$ cat config.mk
export PLATFORM = sky130hd
export DESIGN_NAME = axis_cntrl_frame_unpack_flat
export DESIGN_NICKNAME = d
export VERILOG_FILES = /design/src/rtl/axis_frame_pkg.sv /design/src/rtl/axis_cntrl_frame_unpack_if.sv /design/src/rtl/axis_out_reg.sv /design/src/rtl/axis_cntrl_frame_unpack.sv /design/src/flat_wrapper.sv
export SDC_FILE = /design/constraint.sdc
export NUM_CORES = 1
export LEC_CHECK = 0
export ABC_CLOCK_PERIOD_IN_PS = 5300
export BUFFER_PORTS_ARGS = -buffer_cell sky130_fd_sc_hd__buf_4
export CORE_MARGIN = 2
export CORE_UTILIZATION = 54
export DETAILED_ROUTE_END_ITERATION = 8
export GPL_TIMING_DRIVEN = 0
export PLACE_DENSITY = 0.84
export SYNTH_ARGS = -nofsm -noshare
export SYNTH_HDL_FRONTEND = slang
export SYNTH_SLANG_ARGS = --single-unit
$ cat constraint.sdc
create_clock -name s_axis_mm2s_aclk -period 5.3 [get_ports s_axis_mm2s_aclk]
set_input_delay 0.795 -clock s_axis_mm2s_aclk [delete_from_list [all_inputs] [get_ports s_axis_mm2s_aclk]]
set_output_delay 0.795 -clock s_axis_mm2s_aclk [all_outputs]
set_load 0.03 [all_outputs]
$ cat src/rtl/axis_frame_pkg.sv
// Shared types and constants for the control-packet driven frame unpacker.
package axis_frame_pkg;

  typedef enum logic [2:0] {
    StIdle,
    StHdr,
    StSkip,
    StDrop,
    StCheck,
    StRun,
    StFlush
  } state_e;

  // Header nibble that identifies a valid control packet
  localparam logic [3:0] CNTRL_MAGIC = 4'hA;

  localparam int unsigned MAGIC_MSB  = 31;
  localparam int unsigned MAGIC_LSB  = 28;
  localparam int unsigned HEIGHT_MSB = 31;
  localparam int unsigned HEIGHT_LSB = 20;
  localparam int unsigned WIDTH_MSB  = 19;
  localparam int unsigned WIDTH_LSB  = 8;

  // Nominal control packet length; the parser itself trusts tlast only
  localparam int unsigned CNTRL_WORDS = 6;

endpackage

$ cat src/rtl/axis_cntrl_frame_unpack_if.sv
// AXI-Stream bundle used for the control, MM2S and video streams.
interface axis_cntrl_frame_unpack_if #(
  parameter int unsigned DATA_WIDTH = 32
);
  logic                    tvalid;
  logic                    tready;
  logic [DATA_WIDTH-1:0]   tdata;
  logic [DATA_WIDTH/8-1:0] tkeep;
  logic                    tlast;
  logic                    tuser;

  modport master (output tvalid, tdata, tkeep, tlast, tuser, input tready);
  modport slave  (input tvalid, tdata, tkeep, tlast, tuser, output tready);
endinterface

$ cat src/rtl/axis_out_reg.sv
// Single-stage AXI-Stream output register; full throughput, holds data while stalled.
module axis_out_reg #(
  parameter int unsigned DataWidth = 32
) (
  input  logic                 clk_i,
  input  logic                 rst_ni,
  input  logic                 in_valid_i,
  input  logic [DataWidth-1:0] in_data_i,
  input  logic                 in_user_i,
  input  logic                 in_last_i,
  output logic                 in_ready_o,
  output logic                 out_valid_o,
  output logic [DataWidth-1:0] out_data_o,
  output logic                 out_user_o,
  output logic                 out_last_o,
  input  logic                 out_ready_i
);

  logic                 valid_q;
  logic [DataWidth-1:0] data_q;
  logic                 user_q;
  logic                 last_q;

  // Empty slot or slot draining this cycle can take a new beat
  assign in_ready_o = !valid_q || out_ready_i;

  // Load on upstream accept, otherwise release the slot once downstream takes it
  always_ff @(posedge clk_i) begin
    if (!rst_ni) begin
      valid_q <= 1'b0;
      data_q  <= '0;
      user_q  <= 1'b0;
      last_q  <= 1'b0;
    end else if (in_valid_i && in_ready_o) begin
      valid_q <= 1'b1;
      data_q  <= in_data_i;
      user_q  <= in_user_i;
      last_q  <= in_last_i;
    end else if (out_ready_i) begin
      valid_q <= 1'b0;
    end
  end

  assign out_valid_o = valid_q;
  assign out_data_o  = data_q;
  assign out_user_o  = user_q;
  assign out_last_o  = last_q;

endmodule

$ cat src/rtl/axis_cntrl_frame_unpack.sv
// Parses a DMA control packet for frame geometry, then re-emits one frame of MM2S
// beats as a video stream (tuser = start of frame, tlast = end of line).
// Optional statistics counters are enabled with the FRAME_UNPACK_STATS_EN macro.
module axis_cntrl_frame_unpack
  import axis_frame_pkg::*;
#(
  parameter int unsigned DATA_WIDTH  = 32,
  parameter int unsigned CNTRL_WIDTH = 32,
  parameter int unsigned MAX_DIM_W   = 12
) (
  input  logic                     s_axis_mm2s_aclk,
  input  logic                     s_axis_mm2s_aresetn,
  axis_cntrl_frame_unpack_if.slave  s_axis_cntrl,
  axis_cntrl_frame_unpack_if.slave  s_axis_mm2s,
  axis_cntrl_frame_unpack_if.master m_axis_video,
  output logic [MAX_DIM_W-1:0]     img_height,
  output logic [MAX_DIM_W-1:0]     img_width,
  output logic                     frame_busy,
  output logic                     frame_done,
`ifdef FRAME_UNPACK_STATS_EN
  output logic [15:0]              frame_count,
  output logic [7:0]               err_count,
`endif
  output logic                     cfg_err
);

  localparam int unsigned Bytes = DATA_WIDTH / 8;

  state_e               state_q;
  logic                 cntrl_tready_q;
  logic                 frame_busy_q;
  logic                 frame_done_q;
  logic                 cfg_err_q;
  logic [MAX_DIM_W-1:0] shadow_h_q;
  logic [MAX_DIM_W-1:0] shadow_w_q;
  logic [MAX_DIM_W-1:0] img_height_q;
  logic [MAX_DIM_W-1:0] img_width_q;
  logic [MAX_DIM_W-1:0] line_beats_q;
  logic [MAX_DIM_W-1:0] col_q;
  logic [MAX_DIM_W-1:0] row_q;

  logic cntrl_acc;
  logic mm2s_acc;
  logic out_in_ready;
  logic run_valid;
  logic first_beat;
  logic last_col;
  logic last_row;
  logic hdr_ok;
  logic geom_bad;

  assign s_axis_cntrl.tready = cntrl_tready_q;
  assign cntrl_acc           = s_axis_cntrl.tvalid && cntrl_tready_q;

  // MM2S only flows in RUN, and only when the output slot can take the beat
  assign s_axis_mm2s.tready = (state_q == StRun) && out_in_ready;
  assign mm2s_acc           = s_axis_mm2s.tvalid && s_axis_mm2s.tready;
  assign run_valid          = s_axis_mm2s.tvalid && (state_q == StRun);

  assign first_beat = (row_q == '0) && (col_q == '0);
  assign last_col   = (col_q == line_beats_q - 1'b1);
  assign last_row   = (row_q == img_height_q - 1'b1);

  assign hdr_ok   = (s_axis_cntrl.tdata[MAGIC_MSB:MAGIC_LSB] == CNTRL_MAGIC);
  assign geom_bad = (shadow_h_q == '0) || (shadow_w_q == '0) ||
                    ((32'(shadow_w_q) % Bytes) != 32'd0);

  // Control parser, geometry check and frame beat counters
  always_ff @(posedge s_axis_mm2s_aclk) begin
    if (!s_axis_mm2s_aresetn) begin
      state_q        <= StIdle;
      cntrl_tready_q <= 1'b0;
      frame_busy_q   <= 1'b0;
      frame_done_q   <= 1'b0;
      cfg_err_q      <= 1'b0;
      shadow_h_q     <= '0;
      shadow_w_q     <= '0;
      img_height_q   <= '0;
      img_width_q    <= '0;
      line_beats_q   <= '0;
      col_q          <= '0;
      row_q          <= '0;
    end else begin
      frame_done_q <= 1'b0;
      cfg_err_q    <= 1'b0;
      unique case (state_q)
        StIdle: begin
          // Ready comes up one cycle after reset release
          cntrl_tready_q <= 1'b1;
          if (cntrl_acc) begin
            if (s_axis_cntrl.tlast) begin
              cfg_err_q <= 1'b1;
            end else if (hdr_ok) begin
              state_q <= StHdr;
            end else begin
              state_q <= StDrop;
            end
          end
        end
        StHdr: begin
          if (cntrl_acc) begin
            shadow_h_q <= s_axis_cntrl.tdata[HEIGHT_MSB:HEIGHT_LSB];
            shadow_w_q <= s_axis_cntrl.tdata[WIDTH_MSB:WIDTH_LSB];
            if (s_axis_cntrl.tlast) begin
              state_q        <= StCheck;
              cntrl_tready_q <= 1'b0;
            end else begin
              state_q <= StSkip;
            end
          end
        end
        StSkip: begin
          if (cntrl_acc && s_axis_cntrl.tlast) begin
            state_q        <= StCheck;
            cntrl_tready_q <= 1'b0;
          end
        end
        StDrop: begin
          if (cntrl_acc && s_axis_cntrl.tlast) begin
            cfg_err_q <= 1'b1;
            state_q   <= StIdle;
          end
        end
        StCheck: begin
          if (geom_bad) begin
            cfg_err_q      <= 1'b1;
            cntrl_tready_q <= 1'b1;
            state_q        <= StIdle;
          end else begin
            img_height_q <= shadow_h_q;
            img_width_q  <= shadow_w_q;
            line_beats_q <= MAX_DIM_W'(32'(shadow_w_q) / Bytes);
            col_q        <= '0;
            row_q        <= '0;
            frame_busy_q <= 1'b1;
            state_q      <= StRun;
          end
        end
        StRun: begin
          if (mm2s_acc) begin
            if (last_col) begin
              col_q <= '0;
              row_q <= row_q + 1'b1;
              if (last_row) begin
                frame_busy_q <= 1'b0;
                state_q      <= StFlush;
              end
            end else begin
              col_q <= col_q + 1'b1;
            end
          end
        end
        StFlush: begin
          if (m_axis_video.tvalid && m_axis_video.tready) begin
            frame_done_q   <= 1'b1;
            cntrl_tready_q <= 1'b1;
            state_q        <= StIdle;
          end
        end
        default: state_q <= StIdle;
      endcase
    end
  end

  axis_out_reg #(
    .DataWidth(DATA_WIDTH)
  ) u_out_reg (
    .clk_i      (s_axis_mm2s_aclk),
    .rst_ni     (s_axis_mm2s_aresetn),
    .in_valid_i (run_valid),
    .in_data_i  (s_axis_mm2s.tdata),
    .in_user_i  (first_beat),
    .in_last_i  (last_col),
    .in_ready_o (out_in_ready),
    .out_valid_o(m_axis_video.tvalid),
    .out_data_o (m_axis_video.tdata),
    .out_user_o (m_axis_video.tuser),
    .out_last_o (m_axis_video.tlast),
    .out_ready_i(m_axis_video.tready)
  );

  assign m_axis_video.tkeep = '1;

  assign img_height = img_height_q;
  assign img_width  = img_width_q;
  assign frame_busy = frame_busy_q;
  assign frame_done = frame_done_q;
  assign cfg_err    = cfg_err_q;

`ifdef FRAME_UNPACK_STATS_EN
  logic [15:0] frame_count_q;
  logic [7:0]  err_count_q;

  // Frame counter wraps; error counter saturates
  always_ff @(posedge s_axis_mm2s_aclk) begin
    if (!s_axis_mm2s_aresetn) begin
      frame_count_q <= '0;
      err_count_q   <= '0;
    end else begin
      if (frame_done_q) begin
        frame_count_q <= frame_count_q + 1'b1;
      end
      if (cfg_err_q && (err_count_q != 8'hFF)) begin
        err_count_q <= err_count_q + 1'b1;
      end
    end
  end

  assign frame_count = frame_count_q;
  assign err_count   = err_count_q;
`endif

endmodule

$ cat src/flat_wrapper.sv
// flat-port wrapper written by rule: the top's interface ports become plain ports
module axis_cntrl_frame_unpack_flat import axis_frame_pkg::*;
#(
  parameter int unsigned DATA_WIDTH  = 32,
  parameter int unsigned CNTRL_WIDTH = 32,
  parameter int unsigned MAX_DIM_W   = 12
)
  (s_axis_mm2s_aclk, s_axis_mm2s_aresetn, img_height, img_width, frame_busy, frame_done, cfg_err, s_axis_cntrl_tvalid, s_axis_cntrl_tdata, s_axis_cntrl_tkeep, s_axis_cntrl_tlast, s_axis_cntrl_tuser, s_axis_cntrl_tready, s_axis_mm2s_tvalid, s_axis_mm2s_tdata, s_axis_mm2s_tkeep, s_axis_mm2s_tlast, s_axis_mm2s_tuser, s_axis_mm2s_tready, m_axis_video_tvalid, m_axis_video_tdata, m_axis_video_tkeep, m_axis_video_tlast, m_axis_video_tuser, m_axis_video_tready);
  axis_cntrl_frame_unpack_if #(.DATA_WIDTH(DATA_WIDTH)) s_axis_cntrl_i ();
  axis_cntrl_frame_unpack_if #(.DATA_WIDTH(DATA_WIDTH)) s_axis_mm2s_i ();
  axis_cntrl_frame_unpack_if #(.DATA_WIDTH(DATA_WIDTH)) m_axis_video_i ();
  input  logic s_axis_mm2s_aclk;
  input  logic s_axis_mm2s_aresetn;
  output logic [MAX_DIM_W-1:0] img_height;
  output logic [MAX_DIM_W-1:0] img_width;
  output logic frame_busy;
  output logic frame_done;
  output logic cfg_err;
  input wire logic [$bits(s_axis_cntrl_i.tvalid)-1:0] s_axis_cntrl_tvalid;
  input wire logic [$bits(s_axis_cntrl_i.tdata)-1:0] s_axis_cntrl_tdata;
  input wire logic [$bits(s_axis_cntrl_i.tkeep)-1:0] s_axis_cntrl_tkeep;
  input wire logic [$bits(s_axis_cntrl_i.tlast)-1:0] s_axis_cntrl_tlast;
  input wire logic [$bits(s_axis_cntrl_i.tuser)-1:0] s_axis_cntrl_tuser;
  output wire logic [$bits(s_axis_cntrl_i.tready)-1:0] s_axis_cntrl_tready;
  input wire logic [$bits(s_axis_mm2s_i.tvalid)-1:0] s_axis_mm2s_tvalid;
  input wire logic [$bits(s_axis_mm2s_i.tdata)-1:0] s_axis_mm2s_tdata;
  input wire logic [$bits(s_axis_mm2s_i.tkeep)-1:0] s_axis_mm2s_tkeep;
  input wire logic [$bits(s_axis_mm2s_i.tlast)-1:0] s_axis_mm2s_tlast;
  input wire logic [$bits(s_axis_mm2s_i.tuser)-1:0] s_axis_mm2s_tuser;
  output wire logic [$bits(s_axis_mm2s_i.tready)-1:0] s_axis_mm2s_tready;
  output wire logic [$bits(m_axis_video_i.tvalid)-1:0] m_axis_video_tvalid;
  output wire logic [$bits(m_axis_video_i.tdata)-1:0] m_axis_video_tdata;
  output wire logic [$bits(m_axis_video_i.tkeep)-1:0] m_axis_video_tkeep;
  output wire logic [$bits(m_axis_video_i.tlast)-1:0] m_axis_video_tlast;
  output wire logic [$bits(m_axis_video_i.tuser)-1:0] m_axis_video_tuser;
  input wire logic [$bits(m_axis_video_i.tready)-1:0] m_axis_video_tready;
  assign s_axis_cntrl_i.tvalid = s_axis_cntrl_tvalid;
  assign s_axis_cntrl_i.tdata = s_axis_cntrl_tdata;
  assign s_axis_cntrl_i.tkeep = s_axis_cntrl_tkeep;
  assign s_axis_cntrl_i.tlast = s_axis_cntrl_tlast;
  assign s_axis_cntrl_i.tuser = s_axis_cntrl_tuser;
  assign s_axis_cntrl_tready = s_axis_cntrl_i.tready;
  assign s_axis_mm2s_i.tvalid = s_axis_mm2s_tvalid;
  assign s_axis_mm2s_i.tdata = s_axis_mm2s_tdata;
  assign s_axis_mm2s_i.tkeep = s_axis_mm2s_tkeep;
  assign s_axis_mm2s_i.tlast = s_axis_mm2s_tlast;
  assign s_axis_mm2s_i.tuser = s_axis_mm2s_tuser;
  assign s_axis_mm2s_tready = s_axis_mm2s_i.tready;
  assign m_axis_video_tvalid = m_axis_video_i.tvalid;
  assign m_axis_video_tdata = m_axis_video_i.tdata;
  assign m_axis_video_tkeep = m_axis_video_i.tkeep;
  assign m_axis_video_tlast = m_axis_video_i.tlast;
  assign m_axis_video_tuser = m_axis_video_i.tuser;
  assign m_axis_video_i.tready = m_axis_video_tready;
  axis_cntrl_frame_unpack #(.DATA_WIDTH(DATA_WIDTH), .CNTRL_WIDTH(CNTRL_WIDTH), .MAX_DIM_W(MAX_DIM_W)) u_core (.s_axis_mm2s_aclk(s_axis_mm2s_aclk), .s_axis_mm2s_aresetn(s_axis_mm2s_aresetn), .s_axis_cntrl(s_axis_cntrl_i), .s_axis_mm2s(s_axis_mm2s_i), .m_axis_video(m_axis_video_i), .img_height(img_height), .img_width(img_width), .frame_busy(frame_busy), .frame_done(frame_done), .cfg_err(cfg_err));
endmodule
==> impl_metrics.csv, run 1 <==
group,metric,value,unit
timing,final.setup_skew,0.00680,ns
timing,period_share,57.6,%
drt,viasPerCell,5.73,
synth,ys_warn_count,0,
power_and_ir_drop,power_frac_comb,13.0,%
synth,yosysMostFrequentCell,"nand2_1",
synth,synth_commonest_cells,"nand2_1, dfxtp_1, a21oi_1",
power_and_ir_drop,finalPower,2420,uW
global_routing,grt_overflow_total,0,
power_and_ir_drop,power.switching,602,uW
floorplan,dieArea,0.0108,mm2
floorplan,core_area,0.00977,mm2
floorplan,ios,149,
synth,ys_seq_area_share,42.1,%
timing,postLayoutSetupSlackWorst,2.25,ns
synth,ys_ff_latch,114,
finish,area_growth,32.1,%
finish,nets,931,
synth,synth_ff_type,"dfxtp_1",
setup_path,crit_slowest_cell,"nor3b_1",
timing,hold_violations,0,
power_and_ir_drop,clkPwrFrac,49.3,%
hold_path,hold_path_class,"reg2reg",
clocking,clk_latency,0.53,ns
clocking,cts_tree,"done",
clocking,cts_repair_resize_count,0,
drt,drc_errors,0,
synth,synth_edf_count,0,
place,place.gp.congestion,0.860,
place,dp_slack,2.24,ns
floorplan,start_util,55.4,%
clocking,clk_pin_slew,0.06,ns
clocking,cts_sinks,114,
drt,routed_wl,15800,um
timing,drv_slew,0,
floorplan,rows,36,
setup_path,crit_buf_inv,1,
power_and_ir_drop,switching_share,24.9,%
power_and_ir_drop,ir_drop,0.246,mV
drt,dr.pass1.iters,5,
setup_path,start_kind,"flip-flop",
synth,synth.area.top_cells,"dfxtp_1, nand2_1, a21oi_1",
setup_path,worstPathMaxFanout,6,
drt,drtIter0Drc,418,
clocking,cts_root_buf,"clkbuf_8",
timing,finalSetupViolCount,0,
timing,whs,0.457,ns
global_routing,antenna_found_initial,0,
global_routing,grt_max_degree,17,
clocking,cts_made_buffers,17,
synth,synth.avg_cell_area,7.77,um2
global_routing,grt_pass1_vias,5531,
drt,vias,5671,
setup_path,critPathTopFamily,"simple AND/OR/NAND/NOR gates",
setup_path,crit_chain,"inv_1 > ha_1 > nor3b_2 > a21oi_1 > nor4b_4 > nand4_2 > nor3b_1 > o21ai_0 > mux2_2",
place,dp.final_hpwl,11500,um
finish,seqCellArea,0.00228,mm2
synth,synth_top_area_share,42.1,%
finish,multi_input_area,0.00286,mm2
power_and_ir_drop,sequentialPowerShare,37.8,%
floorplan,die-height,104,um
flow_run,cap_violations,0,
drt,wire_per_inst,16.0,um
setup_path,critical_path_class,"reg2reg",
synth,yosysUniqueCellTypes,66,
power_and_ir_drop,power_leakage,0.00284,uW
power_and_ir_drop,p_int,1820,uW
timing,fin_tns_setup,0,ns
finish,drive_gt1_share,21.5,%
setup_path,end_kind,"flip-flop",
synth,netlist_instances,697,
power_and_ir_drop,power_density,338,mW/mm2
synth,netlist.top_cell.by_area,"dfxtp_1",
global_routing,grt_pass1_wl,26000,um
global_routing,grt_use_total,29.4,%
run_status,outcome,"finished clean",
synth,async_flop_share,0,%
finish,antenna_cells,0,
timing,grt_setup_unrepaired,"false",
drt,antenna_left,0,
finish,final_util,73.2,%
clocking,postCtsHoldBufs,0,
setup_path,worst_ep_arrival_time,3.47,ns
timing,min_period,3.05,ns
clocking,postCtsSetupBuffers,0,
place,io_buffer_count,125,
finish,fillers,732,
floorplan,dieWidth,104,um
clocking,clock_path_buffers,2,
timing,clock.fmax,328,MHz
timing,worst_pin_slew,0.871,ns
setup_path,max_stage_delay,0.72,ns
synth,syn_area,0.00542,mm2
timing,relSlewSlack,41.5,%
setup_path,required,5.72,ns
clocking,htreeDepth,4,
[flip-flops by register name (all words and copies together) (netlist names)]
signal                        cells
u_core.col_q                     12
u_core.frame_busy                 1
u_core.u_out_reg.out_valid_o      1
u_core.cfg_err                    1
u_core.u_out_reg.out_last_o       1
u_core.img_width                 12
u_core.state_q                    3
u_core.shadow_h_q                12
u_core.shadow_w_q                12
u_core.u_out_reg.out_data_o      32
u_core.img_height                12
u_core.row_q                     12
u_core.s_axis_cntrl.tready        1
u_core.u_out_reg.out_user_o       1
u_core.frame_done                 1
[power groups by stage]
stage	sequential (uW)	clock, uW	combinational [uW]
2_1_floorplan	946	0	181
3_3_place_gp	928	0	296
3_5_place_dp	929	0	307
4_1_cts	912	1190	309
5_1_grt	918	1230	341
6_report	913	1190	314
[cell type report]
class / instances / area share (%)
repair buffers: 125 / 13.1
multi-input cells: 519 / 40.0
clock buffers: 24 / 6.58
plain buffers: 47 / 2.96
inverters: 20 / 1.05
well taps: 133 / 2.33
flip-flops and latches: 114 / 31.9
clock inverters: 8 / 2.10
[worst paths after layout]
kind | from | endpoint | slack (ns) | cells past startpoint
worst max-delay path | u_core.img_width[2] | u_core.row_q[3] | 2.25 | 9
worst min-delay path | u_core.u_out_reg.out_data_o[19] | u_core.u_out_reg.out_data_o[19] | 0.46 | 2
worst max register to register | u_core.img_width[2] | u_core.row_q[3] | 2.25 | 9
worst min register to register | u_core.u_out_reg.out_data_o[19] | u_core.u_out_reg.out_data_o[19] | 0.46 | 2
[logic make-up (layout without fill, tap and decap cells)]
group,Yosys count,in the layout,share of synthesized area (%)
flops,114,114,42.1
other cells,1,4,0.0692
mux,5,5,0.947
buf+inv,67,224,5.29
xor+xnor,34,34,5.50
compound gates,160,160,17.5
simple gates,310,310,27.2
fa+ha+maj,6,6,1.39
[per-stage QoR]
stage                     cell area, um2  cells
final                               7150    990
after global routing                7150    990
after CTS                           7150    990
after detailed placement            6530    958
after global placement              6530    958
after floorplan                     5430    700
[cells in the final DEF (no fill, tap or decap), drive strengths merged, types with 6 or more instances in the layout]
| master | count |
|---|---|
| buf | 139 |
| or4 | 9 |
| nand4 | 11 |
| ha | 6 |
| o21ai | 13 |
| nand3 | 11 |
| xnor2 | 19 |
| nor3 | 9 |
| xor2 | 15 |
| a21oi | 104 |
| and3 | 11 |
| o31ai | 10 |
| clkbuf | 57 |
| dfxtp | 114 |
| inv | 20 |
| nor2 | 27 |
| nand2 | 184 |
| nor4 | 14 |
[metal layers]
layer  part of all wire [%]  up-vias  GRT usage [%]  wire [um]
met4                    2.5        0           13.0        402
li1                       -     2700              -          -
met5                      0        -              0          0
met2                     49      273           49.0       7780
met3                    8.6       50           10.2       1360
met1                     40     2648           34.2       6290
[tightest hold or removal path: cells and delay by family (launching register included)]
family,cells,cell delay [ns]
compound gates,1,0.05
flops,1,0.31
simple gates,1,0.05
No activity file was read; power rests on OpenSTA's default activity.
==> run 2: changes to the inputs <==
--- a/config.mk
+++ b/config.mk
@@ -5,13 +5,13 @@
 export SDC_FILE = /design/constraint.sdc
 export NUM_CORES = 1
 export LEC_CHECK = 0
-export ABC_CLOCK_PERIOD_IN_PS = 5300
+export ABC_CLOCK_PERIOD_IN_PS = 2700
 export BUFFER_PORTS_ARGS = -buffer_cell sky130_fd_sc_hd__buf_4
 export CORE_MARGIN = 2
-export CORE_UTILIZATION = 54
+export CORE_UTILIZATION = 47
 export DETAILED_ROUTE_END_ITERATION = 8
 export GPL_TIMING_DRIVEN = 0
-export PLACE_DENSITY = 0.84
+export PLACE_DENSITY = 0.78
 export SYNTH_ARGS = -nofsm -noshare
 export SYNTH_HDL_FRONTEND = slang
 export SYNTH_SLANG_ARGS = --single-unit
==> constraint.sdc (replaced) <==
create_clock -name s_axis_mm2s_aclk -period 2.7 [get_ports s_axis_mm2s_aclk]
set_input_delay 0.405 -clock s_axis_mm2s_aclk [delete_from_list [all_inputs] [get_ports s_axis_mm2s_aclk]]
set_output_delay 0.405 -clock s_axis_mm2s_aclk [all_outputs]
set_load 0.03 [all_outputs]
==> run 2 against run 1 <==
  * Via count shrank 4.0%
  * Clock skew is essentially flat
  * Combinational power grew 98%
  * Clock power grew 81%
==> impl_metrics.csv, run 2 (synthesized netlist as in run 1, its figures left out) <==
group,metric,value,unit
setup_path,end_kind,"flip-flop",
power_and_ir_drop,power.switching,1180,uW
power_and_ir_drop,power_leakage,0.00286,uW
global_routing,antenna_found_initial,0,
clocking,clk_latency,0.42,ns
finish,area_growth,33.9,%
power_and_ir_drop,finalPower,4560,uW
clocking,cts_made_buffers,17,
power_and_ir_drop,power_density,628,mW/mm2
global_routing,grt_max_degree,17,
power_and_ir_drop,sequentialPowerShare,39.3,%
global_routing,grt_use_total,24.6,%
clocking,clk_pin_slew,0.05,ns
setup_path,r2r_slack,0.08,ns
floorplan,core_area,0.0113,mm2
run_status,outcome,"finished clean",
finish,fillers,1005,
timing,drv_slew,0,
finish,drive_gt1_share,24.8,%
timing,hold_violations,0,
drt,vias,5445,
clocking,clock_path_buffers,2,
timing,fin_tns_setup,0,ns
place,place.gp.congestion,0.901,
finish,final_util,64.1,%
setup_path,required,3.04,ns
global_routing,grt_pass1_vias,5080,
timing,clock.fmax,382,MHz
global_routing,grt_overflow_total,0,
power_and_ir_drop,clkPwrFrac,47.1,%
drt,wire_per_inst,15.4,um
floorplan,ios,149,
finish,largest_register_ffs,32,
clocking,cts_root_buf,"clkbuf_16",
drt,antenna_left,0,
power_and_ir_drop,power_frac_comb,13.6,%
finish,antenna_cells,0,
setup_path,start_kind,"flip-flop",
place,io_buffer_count,125,
finish,instances_no_fill,1002,
timing,min_period,2.62,ns
floorplan,dieArea,0.0124,mm2
drt,drc_errors,0,
timing,period_share,97.0,%
power_and_ir_drop,ir_drop,0.513,mV
power_and_ir_drop,switching_share,26.0,%
power_and_ir_drop,p_int,3370,uW
timing,finalSetupViolCount,0,
clocking,htreeDepth,4,
hold_path,hold_path_class,"in2reg",
setup_path,critical_path_class,"reg2reg",
timing,worst_pin_slew,0.579,ns
place,dp.final_hpwl,10900,um
timing,final.setup_skew,0.00714,ns
floorplan,dieWidth,111,um
clocking,cts_tree,"done",
setup_path,worstPathMaxFanout,6,
flow_run,cap_violations,0,
timing,relSlewSlack,61.4,%
finish,design_area,0.00725,mm2
global_routing,grt_pass1_wl,24900,um
place,dpl.cell_count,968,
clocking,cts_sinks,114,
drt,dr.pass1.iters,8,
clocking,postCtsHoldBufs,0,
floorplan,rows,39,
drt,drtIter0Drc,371,
drt,routed_wl,15400,um
floorplan,die-height,111,um
finish,final_cell_mix,"nand2_1, buf_4, dfxtp_1",
setup_path,worst_ep_arrival_time,2.96,ns
place,place_area,0.00655,mm2
drt,viasPerCell,5.43,
floorplan,start_util,47.8,%
finish,nets,934,
finish,final_common_cell,"nand2_1",
## run 2: final cells by class
type / instances / area [um2] / area share [%]
Clock inverter: 8 / 77.6 / 1.07
Buffer: 46 / 211 / 2.92
Sequential cell: 114 / 2290 / 31.5
Tap cell: 143 / 179 / 2.47
Inverter: 20 / 75.1 / 1.04
Multi-Input combinational cell: 520 / 2960 / 40.9
Timing Repair Buffer: 128 / 961 / 13.2
Clock buffer: 23 / 498 / 6.87
## run 2: timing repair
action	4_1_cts	5_1_grt
hold endpoints to repair	0	0
pin swaps	0	6
resized for setup	3	27
cloned	0	1
endpoints found under the setup margin	5	42
setup buffers	0	3
## run 2: power by group through the flow
stage	registers, uW	clock network [uW]	logic [uW]
2_1_floorplan	1860	0	356
3_3_place_gp	1820	0	587
3_5_place_dp	1820	0	594
4_1_cts	1790	2170	603
5_1_grt	1800	2240	686
6_report	1790	2150	621
## run 2: path summary, 6_finish.rpt
check                             startpoint                               to  cells after the start
max                      u_core.img_width[2]                  u_core.row_q[9]                      7
min                    s_axis_mm2s_tdata[26]  u_core.u_out_reg.out_data_o[26]                      3
max reg2reg              u_core.img_width[2]                  u_core.row_q[9]                      7
min reg2reg  u_core.u_out_reg.out_data_o[26]  u_core.u_out_reg.out_data_o[26]                      2
## run 2: per-stage QoR
step | hold slack [ns] | setup slack, ns
after floorplan | 0.436 | 0.0630
after detailed placement | 0.447 | -0.114
after global placement | 0.442 | -0.118
final | 0.231 | 0.0797
after CTS | 0.225 | 0.0209
after global routing | 0.241 | -0.0186
## run 2: worst max-delay path, cell delays in order (launching register included)
cell and delay (ns):
dfxtp_4 0.37, or4_4 0.57, nor4_2 0.18, xnor2_1 0.20, nand4_4 0.18, o31a_4 0.42, or4_1 0.47, a21oi_1 0.15
## run 2: routing by layer
metal / vias to the layer above / global-route usage, % / routed length (um)
met2: 180 / 40.3 / 7330
met4: 0 / 9.47 / 428
met3: 46 / 4.95 / 915
met5: - / 0 / 0
li1: 2718 / - / -
met1: 2501 / 32.3 / 6750
